===== config.mk =====
export PLATFORM = sky130hd
export DESIGN_NAME = fft_butterfly_seq_flat
export DESIGN_NICKNAME = d
export VERILOG_FILES = /design/src/rtl/fft_pkg.sv /design/src/rtl/fft_butterfly_seq_if.sv /design/src/rtl/fft_idx_counter.sv /design/src/rtl/fft_butterfly_seq.sv /design/src/flat_wrapper.sv
export SDC_FILE = /design/constraint.sdc
export NUM_CORES = 1
export LEC_CHECK = 0
export CAP_MARGIN = 40
export CORE_ASPECT_RATIO = 0.6
export CORE_MARGIN = 5
export CORE_UTILIZATION = 44
export DETAILED_ROUTE_END_ITERATION = 12
export HOLD_SLACK_MARGIN = 0.08
export PLACE_DENSITY = 0.8
export REMOVE_ABC_BUFFERS = 1
export SLEW_MARGIN = 20
export SYNTH_ARGS = -nofsm -noshare
export SYNTH_HDL_FRONTEND = slang
export SYNTH_SLANG_ARGS = --single-unit

===== constraint.sdc =====
create_clock -name clk -period 5.25 [get_ports clk]
set_input_delay 1.3125 -clock clk [delete_from_list [all_inputs] [get_ports clk]]
set_output_delay 1.3125 -clock clk [all_outputs]
set_load 0.005 [all_outputs]

===== src/rtl/fft_pkg.sv =====
// Shared definitions for the FFT sequencing, butterfly and twiddle-address blocks.
// Holds the default transform size, the sequencer state encoding and the index width.
package fft_pkg;

  localparam int FFT_SIZE_DEF = 64;
  localparam int FFT_LOG2_DEF = 6;
  localparam int IDX_W        = 32;

  typedef enum logic [1:0] {
    IDLE   = 2'd0,
    ISSUE  = 2'd1,
    DRAIN  = 2'd2,
    FINISH = 2'd3
  } fft_state_e;

endpackage


===== src/rtl/fft_butterfly_seq_if.sv =====
// Control and index-issue bundle between the butterfly sequencer and its downstream stage.
// The sequencer drives the index set through the master modport.
interface fft_butterfly_seq_if;
  import fft_pkg::*;

  logic             start;
  logic             bf_ready;
  logic             bf_retire;
  logic [IDX_W-1:0] n;
  logic [IDX_W-1:0] p;
  logic [IDX_W-1:0] counter;
  logic             bf_valid;
  logic             busy;
  logic             done;
  logic             err;

  modport master (
    input  start, bf_ready, bf_retire,
    output n, p, counter, bf_valid, busy, done, err
  );

  modport slave (
    output start, bf_ready, bf_retire,
    input  n, p, counter, bf_valid, busy, done, err
  );

endinterface


===== src/rtl/fft_idx_counter.sv =====
// Nested group/twiddle counters for one FFT pass: k runs 0..span-1 inside each group g.
// wrap flags the last k of a group, last flags the final group of the pass.
module fft_idx_counter
  import fft_pkg::*;
#(
  parameter  int SIZE      = FFT_SIZE_DEF,
  parameter  int LOG2_SIZE = FFT_LOG2_DEF,
  localparam int CW        = LOG2_SIZE + 1
) (
  input  logic          clk,
  input  logic          rst,
  input  logic          clr,
  input  logic          adv,
  input  logic [CW-1:0] span,
  output logic [CW-1:0] g,
  output logic [CW-1:0] k,
  output logic          wrap,
  output logic          last
);

  logic [CW-1:0] grp_end;

  // Group g covers indices up to (g+1)*2*span; the pass ends when that reaches SIZE.
  assign grp_end = (g + CW'(1)) * (span << 1);
  assign wrap    = (k == span - CW'(1));
  assign last    = (grp_end == CW'(SIZE));

  always_ff @(posedge clk) begin
    if (rst || clr) begin
      g <= '0;
      k <= '0;
    end else if (adv) begin
      if (wrap) begin
        k <= '0;
        g <= last ? '0 : g + CW'(1);
      end else begin
        k <= k + CW'(1);
      end
    end
  end

endmodule


===== src/rtl/fft_butterfly_seq.sv =====
// Radix-2 FFT butterfly sequencer: issues (n, p, counter) per pass with a valid/ready
// handshake and holds a barrier between passes until every issued butterfly has retired.
module fft_butterfly_seq
  import fft_pkg::*;
#(
  parameter int SIZE      = FFT_SIZE_DEF,
  parameter int LOG2_SIZE = FFT_LOG2_DEF
) (
  input logic                 clk,
  input logic                 rst,
  fft_butterfly_seq_if.master bus
);

  localparam int CW = LOG2_SIZE + 1;

  fft_state_e           state_q, state_d;
  logic [CW-1:0]        p_q, p_d;
  logic [LOG2_SIZE-1:0] outst_q, outst_d;
  logic                 err_q, err_d;
  logic                 cnt_clr;
  logic                 issue;
  logic [CW-1:0]        span;
  logic [CW-1:0]        grp;
  logic [CW-1:0]        twk;
  logic                 grp_wrap;
  logic                 grp_last;
  logic [CW-1:0]        n_idx;

  assign span  = CW'(SIZE) >> p_q;
  assign issue = (state_q == ISSUE) && bus.bf_ready;
  assign n_idx = grp * (span << 1) + twk;

  fft_idx_counter #(
    .SIZE      (SIZE),
    .LOG2_SIZE (LOG2_SIZE)
  ) u_idx (
    .clk  (clk),
    .rst  (rst),
    .clr  (cnt_clr),
    .adv  (issue),
    .span (span),
    .g    (grp),
    .k    (twk),
    .wrap (grp_wrap),
    .last (grp_last)
  );

  always_comb begin
    state_d = state_q;
    p_d     = p_q;
    outst_d = outst_q;
    err_d   = err_q;
    cnt_clr = 1'b0;

    case (state_q)
      IDLE: begin
        if (bus.start) begin
          state_d = ISSUE;
          p_d     = CW'(1);
          cnt_clr = 1'b1;
        end
      end
      ISSUE: begin
        if (issue && grp_wrap && grp_last) state_d = DRAIN;
      end
      DRAIN: begin
        // Pass barrier: the next pass reads results the current one writes back.
        if (outst_q == '0) begin
          if (p_q < CW'(LOG2_SIZE)) begin
            state_d = ISSUE;
            p_d     = p_q + CW'(1);
            cnt_clr = 1'b1;
          end else begin
            state_d = FINISH;
          end
        end
      end
      FINISH: state_d = IDLE;
      default: state_d = IDLE;
    endcase

    if (issue && !bus.bf_retire) begin
      outst_d = outst_q + LOG2_SIZE'(1);
    end else if (!issue && bus.bf_retire) begin
      if (outst_q != '0) outst_d = outst_q - LOG2_SIZE'(1);
      else               err_d   = 1'b1;
    end

    if (state_q == IDLE && bus.start) outst_d = '0;
  end

  always_ff @(posedge clk) begin
    if (rst) begin
      state_q <= IDLE;
      p_q     <= '0;
      outst_q <= '0;
      err_q   <= 1'b0;
    end else begin
      state_q <= state_d;
      p_q     <= p_d;
      outst_q <= outst_d;
      err_q   <= err_d;
    end
  end

  assign bus.bf_valid = (state_q == ISSUE);
  assign bus.busy     = (state_q == ISSUE) || (state_q == DRAIN);
  assign bus.done     = (state_q == FINISH);
  assign bus.err      = err_q;
  assign bus.p        = IDX_W'(p_q);
  assign bus.n        = IDX_W'(n_idx);
  assign bus.counter  = IDX_W'(twk);

endmodule


===== src/flat_wrapper.sv =====
// flat-port wrapper written by rule: the top's interface ports become plain ports
module fft_butterfly_seq_flat import fft_pkg::*;
#(
  parameter int SIZE      = FFT_SIZE_DEF,
  parameter int LOG2_SIZE = FFT_LOG2_DEF
)
  (clk, rst, bus_start, bus_bf_ready, bus_bf_retire, bus_n, bus_p, bus_counter, bus_bf_valid, bus_busy, bus_done, bus_err);
  fft_butterfly_seq_if bus_i ();
  input logic clk;
  input logic rst;
  input wire logic [$bits(bus_i.start)-1:0] bus_start;
  input wire logic [$bits(bus_i.bf_ready)-1:0] bus_bf_ready;
  input wire logic [$bits(bus_i.bf_retire)-1:0] bus_bf_retire;
  output wire logic [$bits(bus_i.n)-1:0] bus_n;
  output wire logic [$bits(bus_i.p)-1:0] bus_p;
  output wire logic [$bits(bus_i.counter)-1:0] bus_counter;
  output wire logic [$bits(bus_i.bf_valid)-1:0] bus_bf_valid;
  output wire logic [$bits(bus_i.busy)-1:0] bus_busy;
  output wire logic [$bits(bus_i.done)-1:0] bus_done;
  output wire logic [$bits(bus_i.err)-1:0] bus_err;
  assign bus_i.start = bus_start;
  assign bus_i.bf_ready = bus_bf_ready;
  assign bus_i.bf_retire = bus_bf_retire;
  assign bus_n = bus_i.n;
  assign bus_p = bus_i.p;
  assign bus_counter = bus_i.counter;
  assign bus_bf_valid = bus_i.bf_valid;
  assign bus_busy = bus_i.busy;
  assign bus_done = bus_i.done;
  assign bus_err = bus_i.err;
  fft_butterfly_seq #(.SIZE(SIZE), .LOG2_SIZE(LOG2_SIZE)) u_core (.clk(clk), .rst(rst), .bus(bus_i));
endmodule

# == Word-level counts from Yosys, hierarchy flattened ==
# Cells that the tools add are included.
# word_totals
regBits,30
out_inout_bits,100
input_bits,5
elab_cells,68
# classes
bitwise_logic,2
multipliers,2
magnitude_cmp,1
reduce_logical,22
eq_ne,9
n_mux,18
n_addsub,7
n_shift,1
# ops
cell,n
two-way mux 7 bit,5
adder 7 x 1 -> 7 bit (second input constant),3
two-way mux 6 bit,3
multiplier 7 x 6 -> 6 bit,2
case mux 7 bit (2 select lines),1
two-way mux 2 bit,4
case mux 2 bit (4 select lines),1
adder 7 bit,1
== test 7 bit,1
< comparator 7 x 3 -> 1 bit (second input constant),1
right shift 7 x 7 -> 7 bit (first input constant),1
subtractor 7 x 1 -> 7 bit (second input constant),1
adder 6 x 1 -> 6 bit (second input constant),1
== test 6 bit (second input constant),1
logical AND 1 bit,6
zero test 6 bit,1
inequality test 2 x 1 -> 1 bit (second input constant),3
AND reduction 3 bit,2
nonzero test 2 bit,3
nonzero test 6 bit,1
subtractor 6 x 1 -> 6 bit (second input constant),1
== test 2 bit (second input constant),2
AND reduction 2 bit,2
AND reduction 4 bit,1
9 further kinds,14

# == Logic depth before layout (Yosys ltp) ==
# Gate-level depths: netlist (run 1).
# depth
word_depth,7
ltp_mapped,18

# == Cells and area by module ==
# A second synthesis (run 1) with hierarchy kept.
# hier_totals
hier_cells,423
area_unflattened_um2,3463.3
# by_module_without_submodules
mod,instances,seq_area_each_um2,area_per_inst_um2,cells_each
fft_butterfly_seq,1,320.3,2179.6,267
fft_idx_counter,1,280.3,1283.7,156

# == Least setup slack after synthesis (run 1) ==
# OpenSTA, ideal clock, no wires.
# synth_timing
kind,register -> output
start,reg u_core.p_q[3]
end,out bus_n[6]
arrival_time_ns,4.172
t_required_ns,3.938
stages_incl_launch_ff,15
setup_slack_ns,-0.235
path_buffers,0
cell_sequence,dfxtp_1 nor4_2 nand2_1 nor3_1 nand2_1 fa_1 inv_1 ha_1 fa_1 fa_1 xnor2_1 xnor2_1 xnor2_1 xnor2_1 xnor2_1
# synth_via
elab_chain_len,3
# synth_lines
element,line,text
"start, declared",fft_butterfly_seq.sv:17,"logic [CW-1:0] p_q, p_d;"
"start signal, assigned",fft_butterfly_seq.sv:100,p_q <= p_d;
right shift 7 x 7 -> 7 bit,fft_butterfly_seq.sv:29,assign span = CW'(SIZE) >> p_q;
multiplier 7 x 6 -> 6 bit,fft_butterfly_seq.sv:31,assign n_idx = grp * (span << 1) + twk;
adder 7 bit,fft_butterfly_seq.sv:31,
"end, declared",flat_wrapper.sv:14,output wire logic [$bits(bus_i.n)-1:0] bus_n;
# Every way passes these cells.

# == Worst setup path in the final report (run 1) ==
# Same ends and word-level chain as after synthesis.

==> results of run 1 <==
logic make-up (layout without fill, tap and decap cells):
family / Yosys count / in the layout
AO/OA/AOI/OAI: 76 / 76
XOR/XNOR: 30 / 30
adder cells (fa/ha/maj): 45 / 45
buffers and inverters: 112 / 99
flip-flops: 29 / 29
other: 1 / 75
AND/OR/NAND/NOR: 151 / 151
power by group through the flow:
stage          Combinational (mW)  Clock, mW  Sequential, mW
3_3_place_gp                0.555          0           0.296
4_1_cts                     0.588      0.278           0.295
3_5_place_dp                0.576          0           0.299
6_report                    0.610      0.275           0.298
5_1_grt                     0.681      0.284           0.304
2_1_floorplan               0.408          0           0.304
worst max-delay path, cell delays in order, from the launching register on:
cell	delay (ns)
dfxtp_2	0.33
buf_6	0.11
nor4_4	0.29
nand2_2	0.13
nor3_4	0.20
buf_6	0.14
nand2_4	0.05
fa_1	0.55
inv_1	0.05
ha_2	0.18
fa_2	0.50
fa_2	0.41
xnor2_2	0.14
xnor2_1	0.21
xnor2_1	0.16
xnor2_1	0.16
xnor2_1	0.13
buf_2	0.12
final cells by class:
class	instances	area [sq um]	share of cell area (%)
Multi-Input combinational cell	377	2670	63.5
Timing Repair Buffer	69	591	14.1
Sequential cell	29	584	13.9
Tap cell	108	135	3.22
Clock buffer	6	129	3.07
Inverter	22	82.6	1.97
Clock inverter	2	10.0	0.239
registers in the layout, indices dropped and copies added, names as in the netlist:
register	cells
u_core.bus.err	1
u_core.u_idx.g	6
u_core.outst_q	6
u_core.state_q	2
u_core.p_q	7
u_core.u_idx.k	7
metrics by stage:
stage	instance area [sq um]	instances	TNS, ns	hold slack [ns]	util, %
floorplan	3190	428	-0.247	0.449	-
global placement	3820	593	-0.662	0.466	48.7
detailed placement	3820	593	-0.830	0.474	48.7
CTS	4100	610	-0.221	0.481	52.2
global route	4200	613	-0.579	0.516	53.5
finish	4200	613	-0.259	0.486	53.5
cells in the mapped netlist (all sizes together), types with 2 or more instances:
master / instances / area [sq um]
a221oi: 2 / 17.5
inv: 22 / 82.6
and2: 10 / 62.6
xnor2: 21 / 184
clkbuf: 12 / 45.0
and4b: 2 / 20.0
o21a: 3 / 22.5
ha: 33 / 413
or3b: 2 / 17.5
nand3: 10 / 50.1
and4: 3 / 26.3
and3: 6 / 37.5
nor4b: 3 / 26.3
nand3b: 3 / 22.5
o21bai: 3 / 22.5
nor3b: 2 / 15.0
or4: 2 / 15.0
o21ai: 10 / 50.0
buf: 78 / 581
or3: 3 / 18.8
nor4: 4 / 31.3
xor2: 8 / 70.1
dfxtp: 29 / 581
fa: 12 / 240
nor2b: 8 / 50.1
nor3: 11 / 66.3
nor2: 31 / 116
nand2b: 4 / 25.0
nand2: 39 / 146
a31oi: 3 / 18.8
a211oi: 7 / 52.6
nand4: 4 / 25.0
a21o: 5 / 37.5
or4b: 2 / 20.0
a21oi: 25 / 125
a21boi: 2 / 15.0
metal layers:
metal	vias up	global-route usage (%)	share of wire [%]
li1	1506	-	-
met1	1497	23.3	44
met2	124	28.7	47
met3	12	3.81	7.6
met4	0	4.33	1.0
met5	-	0	0
worst max path at each step:
stage,startpoint,endpoint,depth (start not counted)
detailed placement,u_core.p_q[3],bus_n[6],16
global placement,u_core.p_q[3],bus_n[6],14
global route,u_core.p_q[3],bus_n[6],17
floorplan,u_core.p_q[3],bus_n[6],14
finish,u_core.p_q[3],bus_n[6],17
CTS,u_core.p_q[3],bus_n[6],15
cells in the final DEF (no fill, tap or decap), types with 4 or more instances in the layout:
cell type        instances
nand4_1                  4
fa_1                    10
a21o_1                   5
conb_1                  75
and2_1                   9
dfxtp_1                 26
nor3_1                   9
o21ai_0                  7
and3_1                   5
clkbuf_16                5
nand2_2                  4
inv_1                   21
clkdlybuf4s50_1         26
buf_4                   37
a21oi_1                 25
nor2b_1                  8
nand3_1                 10
nand2_1                 34
ha_1                    28
a211oi_1                 5
nor2_1                  30
xnor2_1                 19
nand2b_1                 4
xor2_1                   8
repair_timing:
action | CTS | global route
setup buffers | 9 | 4
hold buffers | 0 | 0
gates cloned | 0 | 0
gates resized for setup | 25 | 17
endpoints found under the setup margin | 3 | 10
pin swaps | 13 | 15
==> run metrics, run 1 <==
TritonCTS Buffers 5; Max Cap Viol 0; Iter 0 DRT Violations 274; fin crit share 104%; Critical Path RT 3.94 ns; critical path arrival 4.16 ns; WL final 9120 microns; die width 126 microns; Initial Utilization 45.0%; largest family of logic cells by synthesized area simple AND/OR/NAND/NOR gates; Area Growth Syn to Fin 18.7%; worst r2r path cells 21; Pre-Repair DR Iteration Count 5; H-tree levels 2; Buffers on Ports 29; Bufs on Longest Clock Path 2; worst hold endpoint u_core.outst_q[4]; vias per std cell 5.12; mapped cell area 3530 sq um; Max Slew Vio Count 0; ANT cells 0; PwrDens 282 nW/um^2; Post-synth EDFFs 0; status complete, but fails checks; Layout fillers 706; Worst R2R Setup Slack 0.14 ns; Placement Setup Slack -0.499 ns; XOR/XNOR Fraction of Synth Area 7.82%; Hold Path Stages 2; Clock Power Share 23.2%; Synth Area in Compound Gates 14.2%; maximum clock frequency 183 MHz; WL/cell 14.9 microns; post-synthesis simple-gate area fraction 22.9%; Mapped Cells 444; crit start category register; Tot Pwr 1.18 mW; worst flop-to-flop path endpoint u_core.u_idx.g[1]; Sequential Power Share 25.2%; HP Class register to register; die area 9980 sq um; FF-to-FF Start u_core.p_q[3]; Worst setup EP type primary output; Static Leak 1.93 nW; number of global-route vias before repair 2929; maximum vdd drop 0.197 mV; CTS tree built; Synth Area in Adders 18.5%; I/O pin cnt 105; via count 3139; DP HPWL 6960 microns; Root Driver clkbuf_16; Worst Tran Pin Value 0.553 ns; first-pass GRT wire length 14200 microns; hold path start u_core.outst_q[4]; residual overflow from global routing 0; Pint 686 uW; Rows 25; Net Sw Frac 42.0%; DRC errors left 0; Comb power frac 51.6%; Yosys cell types 62; GRT Util Overall 17.4%; FF+latch count, synth 29; RSZ-0062 raised after global routing true; Clock Pin Slew Worst Setup and Hold Paths 0.05 ns; Hold Violations, Final 0; Clock Sink Count 29; largest net degree at the start of global routing 20; Mean Syn Cell Area 7.96 sq um; worst skew pair latency 0.28 ns; ys async rst share 0%; register area share after synthesis 16.4%; post-synthesis mux area share 0%; max_slew headroom 62.7%; RePlAce Congestion 0.930; Worst Skew 0.00390 ns; worst setup margin -0.224 ns; final setup vio count 2; die height 79.4 microns; Syn. warnings 0; Period minus WS final 5.47 ns; Most used DFF post-synth dfxtp_1; antenna-violating nets left 0; CP Class register to primary output; CP max FO 3; core area 7850 sq um; Psw 496 uW; fin nets 554; share of cells above drive strength 1 16.0%; failing checks negative setup slack; initial antenna violation count 0
Note: power is estimated with default switching activity, not from simulation.
==> inputs of run 2 (changes only) <==
Settings changed: SKIP_CTS_REPAIR_TIMING from default to 1.
==> run metrics, run 2 (same netlist as run 1, synthesis figures left out) <==
most frequent cells in the layout conb_1, nand2_1, nor2_1; failing checks negative setup slack; maximum vdd drop 0.197 mV (+0.18%); TritonCTS Buffers 5 (unchanged); die width 126 microns (unchanged); Bufs on Longest Clock Path 2 (unchanged); critical path arrival 4.08 ns (-0.08 ns); ANT cells 0 (unchanged); biggest regs u_core.p_q: 7 flops, u_core.u_idx.k: 7 flops; first-pass GRT wire length 13700 microns (-3.2%); via count 3104 (-1.1%); cell family with most CP delay adder cells; RSZ-0062 raised after global routing true; PwrDens 284 nW/um^2 (+0.86%); final setup vio count 1 (-1); Worst Skew 0.00179 ns (-0.00211 ns); CP Class register to primary output; fin crit share 103% (-1.6 points); fin nets 545 (-1.6%); dpl cells 593 (unchanged); hold slack 0.487 ns (+0.00122 ns); max_slew headroom 63.3% (+0.62 points); Layout Cells excl Fill 604 (-1.5%); Static Leak 1.90 nW (-1.8%); core area 7850 sq um (unchanged); crit start category register; Critical Path RT 3.94 ns (about the same); antenna-violating nets left 0 (unchanged); Max Cap Viol 0 (unchanged); Tot Pwr 1.17 mW (-0.89%); Worst Tran Pin Value 0.544 ns (-0.00926 ns); WL/cell 14.7 microns (-1.1%); GRT Util Overall 16.8% (-0.59 points); Clock Sink Count 29 (unchanged); H-tree levels 2 (unchanged); Worst setup EP type primary output; CP cell instances nor4_4, nand2_2, nor3_4, buf_6, nand2_4, fa_1, inv_2, ha_4, fa_1, fa_2, xnor2_2, xnor2_1, xnor2_1, xnor2_1, xnor2_1, buf_2; Pre-Repair DR Iteration Count 5 (unchanged); WL final 8890 microns (-2.5%); Rows 25 (unchanged); initial antenna violation count 0 (unchanged); largest net degree at the start of global routing 20 (unchanged); residual overflow from global routing 0 (unchanged); RePlAce Congestion 0.930 (unchanged); number of global-route vias before repair 2874 (-1.9%); die area 9980 sq um (unchanged); CP max-delay cell fa_1; share of cells above drive strength 1 12.9% (-3.1 points); Crit path largest cell delay 0.53 ns (-0.02 ns); CTS tree built; I/O pin cnt 105 (unchanged); Max Slew Vio Count 0 (unchanged); CP max FO 4 (+1); Layout fillers 724 (+2.5%); vias per std cell 5.14 (+0.36%); Buffers on Ports 29 (unchanged); worst setup margin -0.141 ns (+0.0826 ns); Root Driver clkbuf_16; Period minus WS final 5.39 ns (-0.0826 ns); Iter 0 DRT Violations 281 (+2.6%); status complete, but fails checks; DP HPWL 6960 microns (unchanged); maximum clock frequency 185 MHz (+1.5%); Clock Pin Slew Worst Setup and Hold Paths 0.05 ns (about the same); most used cell, CP xnor2_1; commonest non-fill, non-tap cell in the layout conb_1; Initial Utilization 45.0% (unchanged); Hold Violations, Final 0 (unchanged); DRC errors left 0 (unchanged); worst skew pair latency 0.28 ns (about the same); die height 79.4 microns (unchanged); CP bufs+invs 3 (-1); Area Growth Syn to Fin 16.7%; HP Class register to register
## run 2: path summary, 6_finish.rpt
check / slack [ns] / depth (start not counted) / endpoint / start
max: -0.14 / 16 / bus_n[6] / u_core.p_q[6]
max reg2reg: 0.23 / 18 / u_core.u_idx.g[5] / u_core.p_q[6]
min reg2reg: 0.49 / 2 / u_core.outst_q[4] / u_core.outst_q[4]
min: 0.49 / 2 / u_core.outst_q[4] / u_core.outst_q[4]
## run 2: routing by layer
layer / up-vias / global-route usage, % / share of wire, %
li1: 1488 / - / -
met4: 0 / 4.22 / 0.76
met1: 1478 / 22.8 / 45
met3: 9 / 3.74 / 7.6
met5: - / 0 / 0
met2: 129 / 27.2 / 47
## run 2: worst min-delay path, delay by kind of cell, from the launching register on
family	cells	cell delay, ns
compound gates	1	0.05
flops	1	0.33
simple gates	1	0.06
## run 2: final cells by class
class                      count  area [sq um]  area share [%]
clock buffer                   6           129            3.13
clock inverter                 2          10.0           0.243
inverter                      22          82.6            2.00
multi-input combinational    377          2660            64.5
sequential                    29           584            14.2
tap                          108           135            3.28
timing repair buffer          60           523            12.7
## run 2: through the flow
stage	cell area [sq um]	util, %	setup TNS [ns]	setup WS [ns]
2_1_floorplan	3190	-	-0.247	-0.239
3_3_place_gp	3820	48.7	-0.662	-0.397
3_5_place_dp	3820	48.7	-0.830	-0.499
4_1_cts	3960	50.5	-1.79	-0.818
5_1_grt	4120	52.5	-0.388	-0.312
6_report	4120	52.5	-0.141	-0.141
## run 2: power by group
group	switching, mW	leakage [nW]	internal, mW
clock network	0.103	0.0706	0.174
registers	0.0416	0.236	0.256
logic	0.349	1.59	0.248
